<file path="src/rtl/gpr_wb_arbiter.sv">
// Register-file write-port arbiter: pipeline writeback wins, long-latency
// returns queue in order and drain in primary-idle cycles.
//
// Ports:
//   Clk, Rst                  clock, async active-high reset
//   p_we/p_addr/p_data        primary writeback (no backpressure)
//   s_valid/s_ready/s_addr/s_data  secondary return channel (handshake)
//   gpr_we/gpr_a3/gpr_wd      register file write port
//   q_count                   occupied queue entries (valid or killed)
//   pend_mask                 registers targeted by valid queued entries
//   drop_cnt                  saturating count of killed secondary writes
module gpr_wb_arbiter #(
    parameter int DEPTH = 2,
    parameter int AW    = 5,
    parameter int DW    = 32
) (
    input  logic                   Clk,
    input  logic                   Rst,
    input  logic                   p_we,
    input  logic [AW-1:0]          p_addr,
    input  logic [DW-1:0]          p_data,
    input  logic                   s_valid,
    output logic                   s_ready,
    input  logic [AW-1:0]          s_addr,
    input  logic [DW-1:0]          s_data,
    output logic                   gpr_we,
    output logic [AW-1:0]          gpr_a3,
    output logic [DW-1:0]          gpr_wd,
    output logic [$clog2(DEPTH):0] q_count,
    output logic [31:0]            pend_mask,
    output logic [7:0]             drop_cnt
);
    localparam int PW = $clog2(DEPTH);
    localparam int CW = PW + 1;
    localparam logic [CW-1:0] FULL = CW'(DEPTH);

    logic          r_valid [DEPTH];
    logic [AW-1:0] r_addr  [DEPTH];
    logic [DW-1:0] r_data  [DEPTH];
    logic [PW-1:0] r_head;
    logic [PW-1:0] r_tail;
    logic [CW-1:0] r_count;
    logic [7:0]    r_drop;

    logic             w_pact;
    logic             w_push;
    logic             w_pop;
    logic             w_head_v;
    logic             w_in_kill;
    logic [DEPTH-1:0] w_kill;
    logic [CW:0]      w_nkill;
    logic [8:0]       w_dsum;
    logic [7:0]       w_drop_nxt;
    logic [31:0]      w_pend;

    // Primary to r0 is a no-op and must not block draining.
    assign w_pact    = p_we && (p_addr != '0);
    assign s_ready   = !Rst && (r_count < FULL);
    assign w_push    = s_valid && s_ready && (s_addr != '0);
    assign w_pop     = !w_pact && (r_count != '0);
    assign w_head_v  = r_valid[r_head];
    // Incoming secondary is older than a same-cycle primary to the same reg.
    assign w_in_kill = w_pact && (s_addr == p_addr);

    always_comb begin
        w_kill  = '0;
        w_nkill = '0;
        for (int i = 0; i < DEPTH; i++) begin
            if (w_pact && r_valid[i] && (r_addr[i] == p_addr)) begin
                w_kill[i] = 1'b1;
                w_nkill   = w_nkill + (CW+1)'(1);
            end
        end
        if (w_push && w_in_kill) begin
            w_nkill = w_nkill + (CW+1)'(1);
        end
    end

    assign w_dsum     = {1'b0, r_drop} + 9'(w_nkill);
    assign w_drop_nxt = w_dsum[8] ? 8'hFF : w_dsum[7:0];

    always_comb begin
        w_pend = '0;
        for (int i = 0; i < DEPTH; i++) begin
            if (r_valid[i]) begin
                w_pend[r_addr[i]] = 1'b1;
            end
        end
        w_pend[0] = 1'b0;
    end

    always_comb begin
        gpr_we = 1'b0;
        gpr_a3 = '0;
        gpr_wd = '0;
        if (!Rst) begin
            if (w_pact) begin
                gpr_we = 1'b1;
                gpr_a3 = p_addr;
                gpr_wd = p_data;
            end else if (w_pop && w_head_v) begin
                gpr_we = 1'b1;
                gpr_a3 = r_addr[r_head];
                gpr_wd = r_data[r_head];
            end
        end
    end

    always_ff @(posedge Clk or posedge Rst) begin
        if (Rst) begin
            for (int i = 0; i < DEPTH; i++) begin
                r_valid[i] <= 1'b0;
                r_addr[i]  <= '0;
                r_data[i]  <= '0;
            end
            r_head  <= '0;
            r_tail  <= '0;
            r_count <= '0;
            r_drop  <= '0;
        end else begin
            for (int i = 0; i < DEPTH; i++) begin
                if (w_kill[i]) begin
                    r_valid[i] <= 1'b0;
                end
            end
            // Head and tail differ whenever both move (push needs non-full).
            if (w_pop) begin
                r_valid[r_head] <= 1'b0;
                r_head          <= r_head + PW'(1);
            end
            if (w_push) begin
                r_valid[r_tail] <= !w_in_kill;
                r_addr[r_tail]  <= s_addr;
                r_data[r_tail]  <= s_data;
                r_tail          <= r_tail + PW'(1);
            end
            case ({w_push, w_pop})
                2'b10:   r_count <= r_count + CW'(1);
                2'b01:   r_count <= r_count - CW'(1);
                default: r_count <= r_count;
            endcase
            r_drop <= w_drop_nxt;
        end
    end

    assign q_count   = r_count;
    assign pend_mask = w_pend;
    assign drop_cnt  = r_drop;

endmodule

</file>
<file path="config.mk">
export PLATFORM = sky130hd
export DESIGN_NAME = gpr_wb_arbiter
export DESIGN_NICKNAME = d
export VERILOG_FILES = /design/src/rtl/gpr_wb_arbiter.sv
export SDC_FILE = /design/constraint.sdc
export NUM_CORES = 1
export LEC_CHECK = 0
export CAP_MARGIN = 25
export CELL_PAD_IN_SITES_DETAIL_PLACEMENT = 0
export CELL_PAD_IN_SITES_GLOBAL_PLACEMENT = 1
export CORE_ASPECT_RATIO = 1.25
export CORE_MARGIN = 2
export CORE_UTILIZATION = 39
export DETAILED_ROUTE_END_ITERATION = 12
export PLACE_DENSITY = 0.83
export SLEW_MARGIN = 10
export SYNTH_ARGS = -nofsm -noshare
export SYNTH_HDL_FRONTEND = slang
export SYNTH_SLANG_ARGS = --single-unit
</file>
<file path="constraint.sdc">
create_clock -name Clk -period 8.1 [get_ports Clk]
set_input_delay 1.62 -clock Clk [delete_from_list [all_inputs] [get_ports Clk]]
set_output_delay 1.62 -clock Clk [all_outputs]
set_load 0.05 [all_outputs]
</file>
* After elaboration in Yosys (flattened, before gate mapping)
Cells that the tools add are included.
** Storage, ports and cells
- Flip-flop bits (word level) :: 88
- Bits in latches :: 0
- Memory bits (writable) :: 0
- Memory bits (read-only) :: 0
- Input bits :: 78
- Output and inout bits :: 81
- Word-level logic and storage cells :: 105
- Memories kept :: 0
** Cells by class
- Add/subtract/negate cells :: 7
- $mul :: 0
- Div/mod/pow operators :: 0
- Order comparisons :: 9
- Equality and inequality tests :: 5
- Shift-type cells :: 0
- Multiplexer cells :: 46
- Bitwise operators :: 5
- Reduce and logical (&&, ||, !) cells :: 23
** Operators by type and width (count)
- $mux 32 :: 9
- $bwmux 64 :: 1
- $mux 5 :: 7
- $demux 32 s1 :: 1
- $or 32x32->32 :: 1
- $logic_and 1x1->1 :: 16
- $eq 5x5->1 :: 3
- $mux 1 :: 15
- $lt 5x6->1 const B :: 2
- $bwmux 10 :: 1
- $demux 1 s5 :: 2
- $ge 5x1->1 const B :: 2
- $reduce_bool 5->1 :: 2
- $add 8x3->9 :: 1
- $mux 8 :: 1
- $add 3x1->3 const B :: 2
- $mux 3 :: 2
- $demux 5 s1 :: 1
- $ge 2x2->1 const B :: 2
- $lt 2x1->1 const B :: 2
- $mux 2 :: 2
- $not 1->2 :: 2
- $pmux 2 s2 :: 1
- $reduce_bool 2->1 :: 2
- other kinds (11) :: 15

* Logic depth before layout (Yosys ltp)
- Word-level depth :: 11
- Depth in mapped cells :: 12
- Gate-level depth less buffers :: 11

* Least setup slack after synthesis
OpenSTA, ideal clock, no wires.
- Kind :: input -> output
- Start point :: in Rst
- End point :: out gpr_a3[3]
- Data arrival time :: 5191 ps
- Data required time :: 6480 ps
- Slack :: 1289 ps
- Stages :: 4
- Path buffers :: 1
- Cell sequence :: inv_1 o21ai_4 buf_4 a211oi_1
** On the way
- Cells in the longest elaborated chain, start to end :: 1
** RTL lines
- start, declared :: line 18 : input logic Rst,
- $mux 5 :: line 96 : if (!Rst) begin
- end, declared :: line 27 : output logic [AW-1:0] gpr_a3,
Every way passes these cells.

* Worst setup path after layout
- Start point :: in p_addr[2]
- End point :: out gpr_wd[15]
** On the way
- Cells in the longest elaborated chain, start to end :: 8
** RTL lines
- start, declared :: line 20 : input logic [AW-1:0] p_addr,
- $reduce_bool 5->1 (*) :: line 57 : assign w_pact = p_we && (p_addr != '0);
- $logic_and 1x1->1 (*) :: line 57
- $logic_not 1->1 :: line 60 : assign w_pop = !w_pact && (r_count != '0);
- $logic_and 1x1->1 :: line 60
- $logic_and 1x1->1 :: line 101 : end else if (w_pop && w_head_v) begin
- $mux 32 :: line 101
- $mux 32 (*) :: line 97 : if (w_pact) begin
- $mux 32 (*) :: line 96
- end, declared :: line 28 : output logic [DW-1:0] gpr_wd,
Mark *: on every way between the ends. The rest lies on a longest branch, timed or not.

==> impl_summary.log <==
[metrics] status: completed
[metrics] Core Rows: 46
[metrics] total setup violations reported at the end of the flow: 0
[metrics] hold path startpoint: r_data[19]$_DFFE_PP0P_
[metrics] total of cells resized after clock tree synthesis: 0
[metrics] total number of yosys warnings: 0
[metrics] most prevalent standard cell on the critical path: clkdlybuf4s50_1
[metrics] total via count after detailed routing: 4134
[metrics] Max stage delay cell, worst path: clkdlybuf4s50_1
[metrics] depth of the worst register-to-register path: 11
[metrics] commonest register cell after synthesis: dfrtp_1
[metrics] element type at the critical path start: primary input
[metrics] buffer levels on the longest clock path: 2
[metrics] worst hold path class: register to register
[metrics] die boundary width: 107 µm
[metrics] Initial Util: 0.403
[metrics] Core Region: 0.0128 mm²
[metrics] sort of element at the end of the critical path: output pin
[metrics] CP cell instances: clkdlybuf4s50_1 > or4_4 > o21ai_4 > buf_12 > nor2_1 > a211oi_1 > clkdlybuf4s50_1
[metrics] routed len/inst: 17.2 µm
[metrics] top-count cell post-synth: dfrtp_1
[metrics] Worst Path Class, Setup: primary input to output pin
[metrics] average cell area after synthesis: 11.2 µm²
[metrics] most used standard cells in the synthesized netlist: dfrtp_1, mux2_2, nor2_1
[metrics] maximum fanout count along the critical path: 46
[metrics] top achievable clock speed: 154 MHz
[metrics] top cells by area, synth: dfrtp_1, mux2_2, mux2i_1
[metrics] crit share post-route: 0.799
[metrics] number of nets produced by synthesis: 546
[metrics] fraction of synthesized cell area taken by the top area cell type: 0.428
[metrics] reported leakage power: 0.00290 µW
[metrics] number of enable flip-flop cells after synthesis: 0
[metrics] clock slew at the register clock pins of the worst setup and hold paths: 0.06 ns
[metrics] buffers inserted by post-CTS timing repair: 0
[metrics] htree depth: 3
[metrics] port buffer count: 157
[metrics] final hold violation count: 0
[metrics] area of the multi-input gates: 0.00271 mm²
[metrics] CTS root buffer: clkbuf_16
[metrics] peak supply drop: 160 µV
[metrics] async set-reset flop share out of synthesis: 1.00
[metrics] Post-Route WL: 13.2 mm
[metrics] peak per-stage delay on the critical path: 0.85 ns
[metrics] critical path data required time: 6.48 ns
[metrics] Final min period: 6.47 ns
[metrics] average via count per standard cell: 5.38
[metrics] DR pass1 iterations: 4
[metrics] TritonCTS Buffers: 9
[metrics] post-synthesis sequential element count: 88
[metrics] MaxCap Viol Count: 0
[metrics] fillcell total: 1144
[metrics] worst clock skew on the final layout: 0.00522 ns
[metrics] total negative slack for setup checks: 0 ns
[metrics] proportion of layout cells with a drive suffix above 1: 0.190
[metrics] Reg2Reg Setup Slack: 4.87 ns
[metrics] number of DRC markers after the initial detailed-route iteration: 123
[metrics] floorplan die area: 0.0141 mm²
[metrics] number of cells produced by synthesis: 461
[metrics] total cell area at the placement stage: 0.00680 mm²
[metrics] clock latency of the later-clocked register in the worst-skew pair: 0.33 ns
[metrics] Total Routing Usage GR: 0.190
[metrics] pin count of the biggest net entering global routing: 47
[metrics] Post-DRT Antenna Nets: 0
[metrics] hold buffer count at CTS: 0
[metrics] Placement Setup Slack: 1.60 ns
[metrics] hold endpoint: r_data[19]$_DFFE_PP0P_
[metrics] final cell utilization of the core: 0.560
[metrics] origin of the critical flop-to-flop path: r_addr[3]$_DFFE_PP0P_
[metrics] slew at the pin closest to its max-slew limit: 0.771 ns
[metrics] distinct cell type count of the synthesized netlist: 44
[metrics] RSZ-0062 raised after global routing: false
[metrics] first-pass GRT wire length: 21.6 mm
[metrics] synth-to-layout area growth: 39.1%
[metrics] endpoint of the most critical register-to-register path: drop_cnt[4]$_DFF_PP0_
[metrics] CTS sink count: 88
[metrics] power density over cell area: 327 mW/mm²
[metrics] final global-route overflow total: 0
[metrics] largest area contributor in the netlist: dfrtp_1
[metrics] portion of the post-synthesis area used by sequential elements: 0.428
[metrics] I/O Pins: 159
[metrics] count of unresolved DRC violations after routing: 0
[metrics] routability cong.: 0.832
[metrics] TritonCTS clock tree: yes
[metrics] Final Worst Setup Slack: 1.63 ns
[metrics] area of all placed cells without fillers: 0.00716 mm²
[metrics] initial antenna violation count: 0
[metrics] antenna fix cells: 0
[metrics] detailed-placement wirelength estimate: 9.68 mm
[metrics] Synth Cell Area: 0.00515 mm²
[metrics] pins over their slew limit: 0
[metrics] worst path arrival time: 4.85 ns
[metrics] Chip Height: 132 µm
[metrics] number of global-route vias before repair: 4364
[metrics] storage element area: 0.00220 mm²
[metrics] overall power consumption: 2340 µW
[metrics] relative max-transition margin: 0.484
[metrics] cell count of the worst hold path: 1
[metrics] number of nets in the layout: 681
[worst max-delay path: cells and delay by family]
kind / cells / cell delay (ns)
buffers and inverters: 3 / 1.68
AOI/OAI and AO/OA: 2 / 0.86
and+or+nand+nor: 2 / 0.68
[placed cells by master (no fill, tap or decap), types with 4 or more instances in the layout]
cell and instances:
clkbuf_16 9, xor2_1 4, ha_1 6, or3b_2 7, nand4_1 4, inv_1 6, mux2_2 67, dfrtp_1 87
xnor2_1 19, nor2_1 45, o22ai_1 31, clkdlybuf4s50_1 157, nand2_1 7, mux2_4 8, nand3_1 5, nand3b_1 10
a211oi_1 36, mux2i_1 39
[metal layers]
layer	wire (µm)	up-vias	track usage
met5	0	-	0
met4	246	0	0.0635
met3	839	22	0.0478
met2	6560	158	0.326
met1	5600	1996	0.230
li1	-	1958	-
[cell type report]
type | instances | share of cell area
Clock buffer | 11 | 0.0353
Clock inverter | 5 | 0.0110
Inverter | 7 | 0.00384
Multi-Input combinational cell | 326 | 0.378
Sequential cell | 88 | 0.308
Tap cell | 168 | 0.0294
Timing Repair Buffer | 164 | 0.235
[how the worst max path moves through the flow]
stage,startpoint,end,slack [ns],cells past startpoint
2_1_floorplan,Rst,gpr_a3[3],1.29,4
3_3_place_gp,p_addr[2],gpr_a3[3],1.66,6
3_5_place_dp,p_addr[2],gpr_a3[3],1.60,6
4_1_cts,p_addr[2],gpr_a3[3],1.59,6
5_1_grt,p_addr[2],gpr_wd[28],1.41,7
6_report,p_addr[2],gpr_wd[15],1.63,7
[power by group]
group,internal (µW),leakage [µW],switching (µW)
registers,645,0.00106,169
clock network,286,0.000165,166
logic,503,0.00167,571
total,1430,0.00290,905
[flip-flops by register name (all words and copies together), names as in the netlist]
register and count:
r_valid 2, r_data 64, r_tail 1, drop_cnt 8, r_addr 10, r_head 1
q_count 2
[logic make-up (layout without fill, tap and decap cells)]
kind of cell	after synthesis	after routing	share of synthesized area
AOI/OAI and AO/OA	87	87	0.122
and+or+nand+nor	94	94	0.0955
muxes	114	114	0.246
other	1	1	0.000728
adders and majority gates	7	7	0.0185
buffers and inverters	47	187	0.0505
DFF	88	88	0.428
xor gates and xnor gates	23	23	0.0391
[per-stage QoR]
step | hold WS [ns] | cells
floorplan | 0.479 | 461
global placement | 0.486 | 750
detailed placement | 0.495 | 752
CTS | 0.509 | 768
global route | 0.517 | 769
finish | 0.505 | 769
(Power assumes the default switching activity.)
